### config.mk
export PLATFORM = sky130hd
export DESIGN_NAME = gost_round_ctrl
export DESIGN_NICKNAME = d
export VERILOG_FILES = /design/src/rtl/gost_round_ctrl_pkg.sv /design/src/rtl/gost_key_sel.sv /design/src/rtl/gost_round_ctrl.sv
export SDC_FILE = /design/constraint.sdc
export NUM_CORES = 1
export LEC_CHECK = 0
export BUFFER_PORTS_ARGS = -buffer_cell sky130_fd_sc_hd__clkbuf_2
export CAP_MARGIN = 20
export CORE_AREA = 4 4 198 200
export CTS_CLUSTER_DIAMETER = 80
export CTS_CLUSTER_SIZE = 25
export DETAILED_ROUTE_END_ITERATION = 16
export DIE_AREA = 0 0 202 204
export MAX_ROUTING_LAYER = met4
export SYNTH_ARGS = -nofsm -noshare
export SYNTH_HDL_FRONTEND = slang
export SYNTH_HIERARCHICAL = 1
export SYNTH_SLANG_ARGS = --single-unit
### constraint.sdc
create_clock -name iclk -period 3.7 [get_ports iclk]
set_input_delay 0.555 -clock iclk [delete_from_list [all_inputs] [get_ports iclk]]
set_output_delay 0.555 -clock iclk [all_outputs]
set_load 0.02 [all_outputs]
### src/rtl/gost_round_ctrl_pkg.sv
// Shared definitions for the GOST 28147-89 round controller and its key selector.
// Holds the round count, round-counter width, subkey index width and FSM encodings.
// No logic here; imported by gost_round_ctrl and gost_key_sel.
package gost_round_ctrl_pkg;

  localparam int GOST_ROUNDS = 32;
  localparam int GOST_CNT_W  = 5;
  localparam int KIDX_W      = 3;

  typedef enum logic [1:0] {
    ST_IDLE = 2'd0,
    ST_RUN  = 2'd1,
    ST_DONE = 2'd2
  } state_e;

endpackage

### src/rtl/gost_key_sel.sv
// Purpose: pick the 32-bit GOST subkey for a given round count and key-order direction.
// Latency: purely combinational.
// Backpressure: none; output follows cnt/dec/key immediately.
// Ports: cnt (round counter), dec (1 = decrypt order), key (K7..K0), subkey (selected K_k).
module gost_key_sel
  import gost_round_ctrl_pkg::*;
#(
  parameter int CNT_W = GOST_CNT_W
) (
  input  logic [CNT_W-1:0] cnt,
  input  logic             dec,
  input  logic [255:0]     key,
  output logic [31:0]      subkey
);

  logic              rev;
  logic [KIDX_W-1:0] kidx;

  // Encrypt walks K0..K7 three times then K7..K0; decrypt is the exact
  // reverse, i.e. one ascending pass then three descending passes.
  // For a 3-bit index, 7 - x is simply ~x.
  always_comb begin
    rev  = dec ? (cnt >= CNT_W'(8)) : (cnt >= CNT_W'(24));
    kidx = rev ? ~cnt[KIDX_W-1:0] : cnt[KIDX_W-1:0];
  end

  assign subkey = key[{kidx, 5'b00000} +: 32];

endmodule

### src/rtl/gost_round_ctrl.sv
// Purpose: sequences the 32 GOST rounds over an external combinational round datapath.
// Latency: 33 cycles from the accepted istart to the odone pulse, one round per clock.
// Backpressure: istart is only sampled in IDLE; requests while obusy is high are dropped.
// Ports: iclk/irst_n clock and async active-low reset; istart/idec/idata/ikey block request;
//        iround_res datapath result; oround_n1/oround_n2/oround_key datapath operands;
//        odata {N2,N1} result; obusy (RUN or DONE); odone one-cycle completion pulse.
// Build option: define GOST_ROUND_CTRL_DEC_EN to honour idec; otherwise encrypt order only.
module gost_round_ctrl
  import gost_round_ctrl_pkg::*;
#(
  parameter int ROUNDS = GOST_ROUNDS,
  parameter int CNT_W  = GOST_CNT_W
) (
  input  logic         iclk,
  input  logic         irst_n,
  input  logic         istart,
  input  logic         idec,
  input  logic [63:0]  idata,
  input  logic [255:0] ikey,
  input  logic [31:0]  iround_res,
  output logic [31:0]  oround_n1,
  output logic [31:0]  oround_n2,
  output logic [31:0]  oround_key,
  output logic [63:0]  odata,
  output logic         obusy,
  output logic         odone
);

  state_e             state_q, state_d;
  logic [31:0]        n1_q, n1_d;
  logic [31:0]        n2_q, n2_d;
  logic [CNT_W-1:0]   cnt_q, cnt_d;
  logic               dec_q, dec_d;
  logic               start_dec;
  logic [CNT_W-1:0]   key_cnt;

`ifdef GOST_ROUND_CTRL_DEC_EN
  assign start_dec = idec;
`else
  logic unused_idec;
  assign unused_idec = idec;
  assign start_dec   = 1'b0;
`endif

  always_comb begin
    state_d = state_q;
    n1_d    = n1_q;
    n2_d    = n2_q;
    cnt_d   = cnt_q;
    dec_d   = dec_q;
    case (state_q)
      ST_IDLE: begin
        if (istart) begin
          n1_d    = idata[31:0];
          n2_d    = idata[63:32];
          cnt_d   = '0;
          dec_d   = start_dec;
          state_d = ST_RUN;
        end
      end
      ST_RUN: begin
        if (cnt_q == CNT_W'(ROUNDS - 1)) begin
          // Final round writes N2 and skips the half swap.
          n2_d    = iround_res;
          state_d = ST_DONE;
        end else begin
          n1_d  = iround_res;
          n2_d  = n1_q;
          cnt_d = cnt_q + CNT_W'(1);
        end
      end
      ST_DONE: begin
        state_d = ST_IDLE;
      end
      default: begin
        state_d = ST_IDLE;
      end
    endcase
  end

  always_ff @(posedge iclk or negedge irst_n) begin
    if (!irst_n) begin
      state_q <= ST_IDLE;
      n1_q    <= '0;
      n2_q    <= '0;
      cnt_q   <= '0;
      dec_q   <= 1'b0;
    end else begin
      state_q <= state_d;
      n1_q    <= n1_d;
      n2_q    <= n2_d;
      cnt_q   <= cnt_d;
      dec_q   <= dec_d;
    end
  end

  // Outside RUN the selector sees count 0, which maps to K0 in either order.
  assign key_cnt = (state_q == ST_RUN) ? cnt_q : '0;

  gost_key_sel #(
    .CNT_W (CNT_W)
  ) u_key_sel (
    .cnt    (key_cnt),
    .dec    (dec_q),
    .key    (ikey),
    .subkey (oround_key)
  );

  assign oround_n1 = n1_q;
  assign oround_n2 = n2_q;
  assign odata     = {n2_q, n1_q};
  assign obusy     = (state_q != ST_IDLE);
  assign odone     = (state_q == ST_DONE);

endmodule

==> results of run 1 <==
-- synthesized netlist by cell type (all sizes together) (4+ instances only) --
library cell | instances | share of area
and2 | 4 | 0.0028
nor2b | 36 | 0.025
dfrtp | 71 | 0.20
a211oi | 32 | 0.027
o2111ai | 32 | 0.031
nor3 | 33 | 0.019
and3b | 33 | 0.032
a221oi | 32 | 0.036
a21oi | 34 | 0.020
buf | 116 | 0.097
o21ai | 161 | 0.090
nand2 | 37 | 0.016
or3 | 64 | 0.045
mux2 | 64 | 0.099
nand2b | 5 | 0.0044
inv | 34 | 0.014
o221ai | 32 | 0.031
clkbuf | 60 | 0.025
mux2i | 131 | 0.15
nor2 | 37 | 0.016
-- metal layers --
metal / vias to the layer above / global-route usage / part of all wire
li1: 4690 / - / -
met1: 4673 / 0.2107 / 0.39
met2: 504 / 0.3031 / 0.48
met3: 66 / 0.04237 / 0.088
met4: 0 / 0.08276 / 0.045
met5: - / - / 0
-- path summary, 6_finish.rpt --
| path | endpoint | start | depth (start not counted) | slack [ns] |
|---|---|---|---|---|
| max reg2reg | oround_n1[4] | cnt_q[0] | 7 | 1.22 |
| max in group asynchronous | state_q[1] | irst_n | 2 | 2.63 |
| max | oround_key[0] | state_q[0] | 9 | 0.14 |
| min | oround_n1[17] | irst_n | 2 | 0.44 |
| min in group iclk | oround_n2[27] | oround_n2[27] | 2 | 0.51 |
| min reg2reg | oround_n2[27] | oround_n2[27] | 2 | 0.51 |
-- report_power, final --
group	switching (uW)	internal, uW	leakage (uW)
clock network	356	563	0.000152
registers	408	1150	0.000829
logic	6170	3750	0.00479
total	6940	5460	0.00577
-- critical path, cell delays in order (launching register included) --
cell,delay (ns)
dfrtp_1,0.43
nor2b_2,0.20
and2_1,0.17
maj3_4,0.41
buf_6,0.21
xnor2_4,0.16
buf_12,0.27
mux2i_1,0.34
o221ai_1,0.20
clkbuf_2,0.20
-- repair_timing --
| item | CTS | global route |
|---|---|---|
| gates cloned | 1 | 1 |
| setup buffers | 0 | 1 |
| setup endpoints to repair | 16 | 11 |
| resized for setup | 3 | 7 |
-- sequential cells by signal, summed over array words and instances, names as in the netlist --
signal     cells
oround_n1     32
oround_n2     32
cnt_q          5
state_q        2
-- per-stage QoR --
step | utilization | area (um^2) | setup WS (ns) | hold slack (ns)
after CTS | 0.3128 | 11700 | 0.04715 | 0.4677
final | 0.3150 | 11780 | 0.1388 | 0.4397
after global placement | 0.3037 | 11360 | 0.2472 | 0.4966
after detailed placement | 0.3037 | 11360 | 0.2298 | 0.5087
after floorplan | - | 8915 | 0.6231 | 0.2594
after global routing | 0.3149 | 11780 | 0.006357 | 0.5116
-- cells in the final DEF (no fill, tap or decap), types with 4 or more instances in the layout --
cell type / instances
a211oi_1: 32
nor2b_1: 35
or3_1: 64
mux2i_1: 129
and3b_1: 32
buf_12: 6
a221oi_1: 26
clkbuf_2: 515
o2111ai_1: 32
o221ai_1: 31
buf_4: 17
nor3_1: 33
buf_6: 4
nand2_1: 37
o21ai_1: 4
a221oi_2: 6
mux2_2: 22
nor2_1: 35
o21ai_0: 157
dfrtp_1: 71
inv_1: 34
a21oi_1: 33
clkbuf_16: 10
mux2_4: 42
-- cell type report --
| class | instances | area, um^2 |
|---|---|---|
| inverters | 34 | 127.6 |
| diodes | 2 | 5.005 |
| fillers | 4025 | 25620 |
| flip-flops and latches | 71 | 1777 |
| multi-input cells | 787 | 5988 |
| clock inverters | 5 | 63.81 |
| clock buffers | 11 | 252.7 |
| repair buffers | 545 | 2928 |
| well taps | 511 | 639.4 |
-- logic make-up after synthesis --
logic type	count (synthesis)
XOR/XNOR	1
AO/OA/AOI/OAI	329
buffers and inverters	210
AND/OR/NAND/NOR	257
multiplexers	195
flip-flops	71
other	1
adder cells (fa/ha/maj)	3
==> results by group, run 1 <==
Routing
  – # DRC: 0
  – Total iterations of the first detailed-routing run: 5
  – WL/cell: between 15 and 20 um
  – Via count: between 9k and 10k
  – Routed Wire Length: 39090 um
  – Antenna viol nets, final: 0
  – Vias per cell: about 5.1
  – DRT iter0 DRCs: 508

Placed design
  – Dpl cells: 1945
  – I/O Buffers: about 520
  – Final HPWL DP: between 20000 and 30000 um
  – GP Congestion: 0.8859

Global routing
  – First-pass GRT wire length: approximately 60000 um
  – Number of global-route vias before repair: between 9k and 10k
  – Pin count of the biggest net entering global routing: 99
  – GRT Total Usage: 0.1825
  – Antenna violations before repair: 1
  – Grt ovf: 0

Synth
  – Main synth FF type: dfrtp_1
  – Post-Synth Simple-Gate Area: 0.1660
  – Largest family of logic cells by synthesized area: multiplexers
  – Synthesized area: 0.008915 mm^2
  – Post-Syn Area per Cell: 8.355 um^2
  – Post-synth EDFFs: 0
  – Synth Area in XOR/XNOR: 0.003088
  – Async S/R FF share, synth: 1.000
  – Post-synthesis compound-gate area fraction: 0.2425
  – Synth Area in Adders: 0.004070
  – Mux cell area share after synthesis: 0.2474
  – Post-Synthesis Cells: between 1k and 1.5k
  – Synthesized Nets: around 1.4k
  – Ys Warns: 6
  – Register bit total from synthesis: approximately 70
  – Synth unique cells: 46
  – Sequential share of the synthesized area: 0.1993

Floorplan
  – Site Rows: approximately 70
  – Width of the die: 202 um
  – DIE HEIGHT: just over 200 um
  – Full die area: between 0.04 and 0.05 mm^2
  – Initial Util: 0.2384
  – Core Area: roughly 0.037 mm^2
  – I/O pin total: between 500 and 600

Clock tree
  – Worst-Skew Late Latency: between 0.3 and 0.4 ns
  – Root Driver: clkbuf_16
  – Clock-pin slew on the worst setup and hold paths: ~0.06 ns
  – Htree depth: 3
  – Sink Count: a little over 70
  – CTS Buffer Depth: 2
  – # hold bufs at CTS: 0
  – CTS tree: done
  – CTS buffer count: 9

STA
  – Tmin final: ~3.6 ns
  – Slew @ Worst Pin: between 0.9 and 1 ns
  – RSZ-0062 raised after global routing: no
  – Max Freq: approximately 0.28 GHz
  – Clock Skew: ~0.0066 ns
  – Hold Fails Final Rpt: 0
  – Setup TNS: 0 ns
  – Slew headroom: 0.3661
  – Final period util: 0.9625
  – Final setup fails: 0
  – Fin. max-slew vios: 0

Worst setup path
  – Crit path capture type: output pin
  – Critical Setup Path Class: reg -> out
  – Startpoint type of the worst setup path: flip-flop
  – Worst Path Required: between 3 and 4 ns
  – Crit-path max FO: 32
  – Crit path DAT: approximately 3.0 ns

Worst hold path
  – Min-Delay Path Class: in -> async

Power and ir drop
  – Max VDD drop: slightly below 700 uV
  – Total Power: ~12000 uW
  – Pleak: between 0.005 and 0.006 uW
  – Pwr/cell area: about 1100 mW/mm^2

Final layout
  – Proportion of layout cells with a drive suffix above 1: 0.4487
  – Non-Filler Instances: between 1.5k and 2k
  – NumNets Final: between 1.5k and 2k
  – Layout area overhead: 32.15%

Run
  – Max cap viols: 0

Status
  – Status: finished, final reports clean
No activity file was read; power rests on OpenSTA's default activity.
==> run 2, diff against run 1 <==
--- a/config.mk
+++ b/config.mk
@@ -5,14 +5,18 @@
 export SDC_FILE = /design/constraint.sdc
 export NUM_CORES = 1
 export LEC_CHECK = 0
-export BUFFER_PORTS_ARGS = -buffer_cell sky130_fd_sc_hd__clkbuf_2
+export BUFFER_PORTS_ARGS = -buffer_cell sky130_fd_sc_hd__buf_2
 export CAP_MARGIN = 20
-export CORE_AREA = 4 4 198 200
+export CELL_PAD_IN_SITES_DETAIL_PLACEMENT = 2
+export CELL_PAD_IN_SITES_GLOBAL_PLACEMENT = 2
+export CORE_ASPECT_RATIO = 1.1
+export CORE_MARGIN = 4
+export CORE_UTILIZATION = 24
 export CTS_CLUSTER_DIAMETER = 80
 export CTS_CLUSTER_SIZE = 25
 export DETAILED_ROUTE_END_ITERATION = 16
-export DIE_AREA = 0 0 202 204
 export MAX_ROUTING_LAYER = met4
+export PLACE_DENSITY_LB_ADDON = 0.1
 export SYNTH_ARGS = -nofsm -noshare
 export SYNTH_HDL_FRONTEND = slang
 export SYNTH_HIERARCHICAL = 1
==> constraint.sdc (replaced) <==
create_clock -name iclk -period 3.7 [get_ports iclk]
set_input_delay 0.37 -clock iclk [delete_from_list [all_inputs] [get_ports iclk]]
set_output_delay 0.37 -clock iclk [all_outputs]
set_load 0.02 [all_outputs]
==> results by group, run 2 (same netlist as run 1, synthesis figures left out) <==
Final layout
  – Fillers: 4285 (was 4025)
  – NumNets Final: 1808 (was 1806)
  – Proportion of layout cells with a drive suffix above 1: 0.4481 (was 0.4487)
  – Most frequent cells in the layout: buf_2, o21ai_0, mux2i_1 (was clkbuf_2, o21ai_0, mux2i_1)
  – Layout area overhead: 32.01% (was 32.15%)
  – Commonest non-fill, non-tap cell in the layout: buf_2 (was clkbuf_2)

Worst setup path
  – Worst path max stage delay: 0.51 ns (was 0.43 ns)
  – Worst Path Required: 3.33 ns (was 3.14 ns)
  – FF-to-FF setup slack: 1.18 ns (was 1.22 ns)
  – Crit path capture type: output pin (unchanged)
  – Crit-path slowest cell: dfrtp_1 (unchanged)
  – R2R depth: 7 (unchanged)
  – FF-to-FF Start: cnt_q[0] (unchanged)
  – Critical Setup Path Class: reg -> out (unchanged)
  – Crit path DAT: 3.10 ns (was 3.01 ns)
  – Crit-path max FO: 56 (was 32)
  – Startpoint type of the worst setup path: flip-flop (unchanged)
  – CP Cell Sequence: nor2b_2, and2_1, maj3_4, buf_16, xnor2_4, buf_12, mux2i_1, o221ai_1, buf_2 (was nor2b_2, and2_1, maj3_4, buf_6, xnor2_4, buf_12, mux2i_1, o221ai_1, clkbuf_2)
  – Worst R2R End: oround_n1[3] (was oround_n1[4])

Clock tree
  – CTS tree: done (unchanged)
  – Htree depth: 3 (unchanged)
  – Root Driver: clkbuf_16 (unchanged)
  – CTS buffer count: 9 (unchanged)
  – CTS Buffer Depth: 2 (unchanged)
  – Clock-pin slew on the worst setup and hold paths: 0.07 ns (was 0.06 ns)
  – Sink Count: 71 (unchanged)
  – Worst-Skew Late Latency: 0.36 ns (was 0.34 ns)

Global routing
  – Grt ovf: 0 (unchanged)
  – Number of global-route vias before repair: 10.91k (was 9966)
  – First-pass GRT wire length: 64750 um (was 58340 um)
  – Antenna violations before repair: 15 (was 1)
  – GRT Total Usage: 0.2122 (was 0.1825)
  – Pin count of the biggest net entering global routing: 113 (was 99)

Routing
  – Via count: 9994 (was 9933)
  – # DRC: 0 (unchanged)
  – Met1 WL: 18120 um (was 15060 um)
  – Total iterations of the first detailed-routing run: 4 (was 5)
  – DRT iter0 DRCs: 311 (was 508)
  – Antenna viol nets, final: 0 (unchanged)
  – Uppermost layer routed: met4 (unchanged)
  – Vias per cell: 5.104 (was 5.052)
  – WL/cell: 22.80 um (was 19.89 um)
  – DR WL met2: 22970 um (was 18860 um)
  – Met3 Wirelength: 2775 um (was 3423 um)
  – Routed Wire Length: 44640 um (was 39090 um)

STA
  – Final setup fails: 0 (unchanged)
  – Setup TNS: 0 ns (unchanged)
  – Clock Skew: 0.01161 ns (was 0.006636 ns)
  – Tmin final: 3.471 ns (was 3.561 ns)
  – Slew headroom: 0.3906 (was 0.3661)
  – Fin. max-slew vios: 0 (unchanged)
  – Slew @ Worst Pin: 0.9142 ns (was 0.9508 ns)
  – Final period util: 0.9381 (was 0.9625)
  – Hold Fails Final Rpt: 0 (unchanged)
  – RSZ-0062 raised after global routing: no (unchanged)
  – Max Freq: 0.2881 GHz (was 0.2808 GHz)
  – Final setup margin: 0.2292 ns (was 0.1388 ns)

Status
  – Status: finished, final reports clean (unchanged)

Floorplan
  – Initial Util: 0.2446 (was 0.2384)
  – Core Area: 0.03644 mm^2 (was 0.03740 mm^2)
  – Full die area: 0.04030 mm^2 (was 0.04121 mm^2)
  – I/O pin total: 518 (unchanged)
  – Site Rows: 73 (was 71)
  – DIE HEIGHT: 210.1 um (was 204 um)
  – Width of the die: 191.8 um (was 202 um)

Worst hold path
  – Min-Delay Path Depth: 3
  – Hold_sp: idata[62]
  – Min-Delay Path Class: in -> reg (was in -> async)
  – Min-Delay Endpoint: oround_n2[30]

Power and ir drop
  – Pleak: 0.005661 uW (was 0.005773 uW)
  – Max VDD drop: 570.9 uV (was 686.5 uV)
  – Pwr/cell area: 1040 mW/mm^2 (was 1053 mW/mm^2)

Placed design
  – GP Congestion: 0.7802 (was 0.8859)
  – Pre-CTS setup slack: 0.3092 ns (was 0.2298 ns)
  – Final HPWL DP: 33330 um (was 29860 um)
  – I/O Buffers: 516 (unchanged)

Run
  – Max cap viols: 0 (unchanged)
run 2: per-layer routing:
| layer | vias to the layer above | global-route usage |
|---|---|---|
| met5 | - | - |
| met4 | 0 | 0.05053 |
| met3 | 32 | 0.04704 |
| met2 | 313 | 0.3830 |
| met1 | 4931 | 0.2375 |
| li1 | 4718 | - |
run 2: what timing repair did:
action | 4_1_cts | 5_1_grt
hold buffers | 0 | 1
setup buffers | 0 | 3
resized for setup | 2 | 3
gates cloned | 0 | 1
hold endpoints to repair | 0 | 7
setup endpoints to repair | 1 | 25
run 2: metrics by stage:
| step | utilization | instances | cell area [um^2] | hold slack [ns] | power, uW |
|---|---|---|---|---|---|
| after global routing | 0.3228 | 1956 | 11760 | 0.3343 | 13200 |
| after global placement | 0.3106 | 1920 | 11320 | 0.4865 | 11190 |
| after CTS | 0.3188 | 1936 | 11620 | 0.2040 | 12300 |
| after floorplan | - | 1067 | 8915 | 0.07441 | 8609 |
| final | 0.3229 | 1958 | 11770 | 0.2994 | 12240 |
| after detailed placement | 0.3106 | 1920 | 11320 | 0.5035 | 11350 |
run 2: power breakdown:
group	internal, uW	leakage [uW]	switching (uW)
logic	3750	0.00470	6090
clock network	496	0.000135	398
registers	1150	0.000829	369
run 2: cell type report:
cell class              count  area [um^2]  area share
clock inverters             5        40.04    0.003402
clock buffers              11        252.7     0.02148
multi-input cells         786         5967      0.5070
flip-flops and latches     71         1777      0.1510
repair buffers            548         2955      0.2511
diodes                     16        40.04    0.003402
inverters                  34        127.6     0.01084
well taps                 487        609.3     0.05178
run 2: worst max-delay path by stage:
stage / from / endpoint / slack, ns / cells after the start
floorplan: state_q[0] / oround_key[10] / 0.81 / 14
global placement: state_q[1] / oround_key[0] / 0.38 / 9
detailed placement: state_q[1] / oround_key[0] / 0.31 / 9
CTS: state_q[1] / oround_key[0] / 0.03 / 8
global route: state_q[1] / oround_key[0] / 0.02 / 9
finish: state_q[1] / oround_key[1] / 0.23 / 9
run 2: worst max-delay path: cells and delay by family, from the launching register on:
kind,cells,cell delay [ns]
xor+xnor,1,0.26
simple gates,2,0.27
mux,1,0.35
compound gates,1,0.16
buf+inv,3,0.73
fa+ha+maj,1,0.40
flops,1,0.51
==> run 3, diff against run 2 <==
--- a/config.mk
+++ b/config.mk
@@ -5,6 +5,7 @@
 export SDC_FILE = /design/constraint.sdc
 export NUM_CORES = 1
 export LEC_CHECK = 0
+export ABC_AREA = 0
 export BUFFER_PORTS_ARGS = -buffer_cell sky130_fd_sc_hd__buf_2
 export CAP_MARGIN = 20
 export CELL_PAD_IN_SITES_DETAIL_PLACEMENT = 2
@@ -17,6 +18,7 @@
 export DETAILED_ROUTE_END_ITERATION = 16
 export MAX_ROUTING_LAYER = met4
 export PLACE_DENSITY_LB_ADDON = 0.1
+export RECOVER_POWER = 25
 export SYNTH_ARGS = -nofsm -noshare
 export SYNTH_HDL_FRONTEND = slang
 export SYNTH_HIERARCHICAL = 1
==> results by group, run 3 (same netlist as run 1, synthesis figures left out) <==
Status
  – Status: finished, violations left (was finished, final reports clean)
  – Violated checks: capacitance limit, slew limit

Worst setup path
  – Startpoint type of the worst setup path: flip-flop (unchanged)
  – Buf/Inv on CP: 3 (unchanged)
  – Crit path capture type: output pin (unchanged)
  – Critical Setup Path Class: reg -> out (unchanged)
  – Worst path max stage delay: 0.51 ns (about the same)
  – Worst R2R End: oround_n1[3] (unchanged)
  – R2R depth: 7 (unchanged)
  – CP Cell Sequence: nor2b_2, and2_1, maj3_4, buf_16, xnor2_4, buf_12, mux2i_1, o221ai_1, buf_2 (unchanged)
  – Worst Path Required: 3.33 ns (about the same)
  – FF-to-FF Start: cnt_q[0] (unchanged)
  – Crit-path max FO: 56 (unchanged)
  – Crit-path leading delay family: buffers and inverters (unchanged)
  – Crit path DAT: 3.10 ns (about the same)
  – Crit-path slowest cell: dfrtp_1 (unchanged)
  – FF-to-FF setup slack: 1.17 ns (was 1.18 ns)

Global routing
  – Met3 usage: 0.04704 (unchanged)
  – Grt ovf: 0 (unchanged)
  – Antenna violations before repair: 15 (unchanged)
  – First-pass GRT wire length: 64750 um (unchanged)
  – M1 GR Usage: 0.2375 (unchanged)
  – Number of global-route vias before repair: 10.91k (unchanged)
  – Pin count of the biggest net entering global routing: 113 (unchanged)
  – GR peak layer: met2 (unchanged)
  – GRT Total Usage: 0.2122 (unchanged)
  – Met2 global-route usage: 0.3830 (unchanged)

Final layout
  – Most frequent cells in the layout: buf_2, o21ai_0, mux2i_1 (unchanged)
  – Proportion of layout cells with a drive suffix above 1: 0.4440 (was 0.4481)
  – NumNets Final: 1808 (unchanged)
  – Commonest non-fill, non-tap cell in the layout: buf_2 (unchanged)
  – Register area: 0.001777 mm^2 (unchanged)
  – Fillers: 4288 (was 4285)
  – Layout area overhead: 31.62% (was 32.01%)
  – Post-layout util: 0.3220 (was 0.3229)
  – Multi-input gate area: 0.005967 mm^2 (unchanged)

Floorplan
  – Initial Util: 0.2446 (unchanged)
  – Site Rows: 73 (unchanged)
  – DIE HEIGHT: 210.1 um (unchanged)
  – Core Area: 0.03644 mm^2 (unchanged)
  – Width of the die: 191.8 um (unchanged)
  – Full die area: 0.04030 mm^2 (unchanged)
  – I/O pin total: 518 (unchanged)

Power and ir drop
  – Pwr/cell area: 1041 mW/mm^2 (was 1040 mW/mm^2)
  – Pleak: 0.005635 uW (was 0.005661 uW)
  – Max VDD drop: 568.7 uV (was 570.9 uV)

Clock tree
  – Sink Count: 71 (unchanged)
  – CTS tree: done (unchanged)
  – Htree depth: 3 (unchanged)
  – Clock-pin slew on the worst setup and hold paths: 0.07 ns (about the same)
  – CTS buffer count: 9 (unchanged)
  – CTS Buffer Depth: 2 (unchanged)
  – Worst-Skew Late Latency: 0.36 ns (about the same)
  – Root Driver: clkbuf_16 (unchanged)

Worst hold path
  – Min-Delay Path Class: in -> reg (unchanged)
  – Hold_sp: idata[62] (unchanged)
  – Min-Delay Path Depth: 3 (unchanged)
  – Min-Delay Endpoint: oround_n2[30] (unchanged)

Routing
  – Total iterations of the first detailed-routing run: 4 (unchanged)
  – # DRC: 0 (unchanged)
  – DRT iter0 DRCs: 255 (was 311)
  – Vias per cell: 5.112 (was 5.104)
  – Antenna viol nets, final: 0 (unchanged)
  – Routed Wire Length: 44620 um (was 44640 um)
  – WL/cell: 22.80 um (about the same)
  – Via count: 10.00k (was 9994)

STA
  – Final period util: 0.9369 (was 0.9381)
  – Final setup fails: 0 (unchanged)
  – Max Freq: 0.2885 GHz (was 0.2881 GHz)
  – Fin. max-slew vios: 65 (was 0)
  – Slew @ Worst Pin: 1.776 ns (was 0.9142 ns)
  – RSZ-0062 raised after global routing: no (unchanged)
  – Tmin final: 3.466 ns (was 3.471 ns)
  – Slew headroom: -0.1840 (was 0.3906)
  – Hold Fails Final Rpt: 0 (unchanged)
  – Clock Skew: 0.01215 ns (was 0.01161 ns)
  – Hold WS: 0.2991 ns (was 0.2994 ns)
  – Setup TNS: 0 ns (unchanged)

Run
  – Max cap viols: 1 (was 0)

Placed design
  – Final HPWL DP: 33330 um (unchanged)
  – I/O Buffers: 516 (unchanged)
  – GP Congestion: 0.7802 (unchanged)
-- run 3: cell count changes in the layout (fill, tap and decap cells not counted) --
cell,change
clkbuf_1,+6
buf_2,-5
buf_16,-1
buf_4,-1
clkbuf_2,+1
diode_2,-1
-- run 3: through the flow --
stage               area [um^2]  std cells  worst slack [ns]  total power, uW
finish                    11730       1957            0.2335            12210
global route              11730       1956           0.01569            13190
CTS                       11620       1936           0.02985            12300
detailed placement        11320       1920            0.3092            11350
global placement          11320       1920            0.3758            11190
floorplan                  8915       1067            0.8081             8609
-- run 3: timing repair --
action | 4_1_cts | 5_1_grt
endpoints found under the hold margin | 0 | 7
cloned | 0 | 1
pin swaps | 0 | 0
hold buffers | 0 | 1
setup buffers | 0 | 3
setup endpoints to repair | 1 | 25
resized for setup | 2 | 3
-- run 3: worst register-to-register path, stage by stage, from the launching register on --
cell and delay [ns]:
dfrtp_1 0.43, ha_1 0.26, and3_1 0.20, ha_2 0.34, nand2b_1 0.26, a21oi_4 0.13, buf_4 0.38, mux2_2 0.40
-- run 3: worst max path at each step --
stage | startpoint | endpoint | slack (ns) | cells after the start
after global routing | state_q[1] | oround_key[0] | 0.02 | 9
after global placement | state_q[1] | oround_key[0] | 0.38 | 9
after floorplan | state_q[0] | oround_key[10] | 0.81 | 14
after detailed placement | state_q[1] | oround_key[0] | 0.31 | 9
after CTS | state_q[1] | oround_key[0] | 0.03 | 8
final | state_q[1] | oround_key[1] | 0.23 | 9
-- run 3: report_power, final --
group / internal (uW) / switching (uW) / total (uW)
logic: 3740 / 6070 / 9810
registers: 1150 / 368 / 1510
clock network: 496 / 394 / 890
-- run 3: layout make-up --
cell class,instances,share of cell area
Inverter,34,0.01088
Antenna cell,15,0.003199
Clock buffer,11,0.02154
Clock inverter,5,0.003412
Tap cell,487,0.05193
Timing Repair Buffer,548,0.2491
Multi-Input combinational cell,786,0.5085
Sequential cell,71,0.1514
-- run 3: metal layers --
layer  vias up  part of all wire
met5         -                 0
met4         0             0.017
met3        32             0.063
met2       321              0.52
met1      4941              0.40
li1       4710                 -
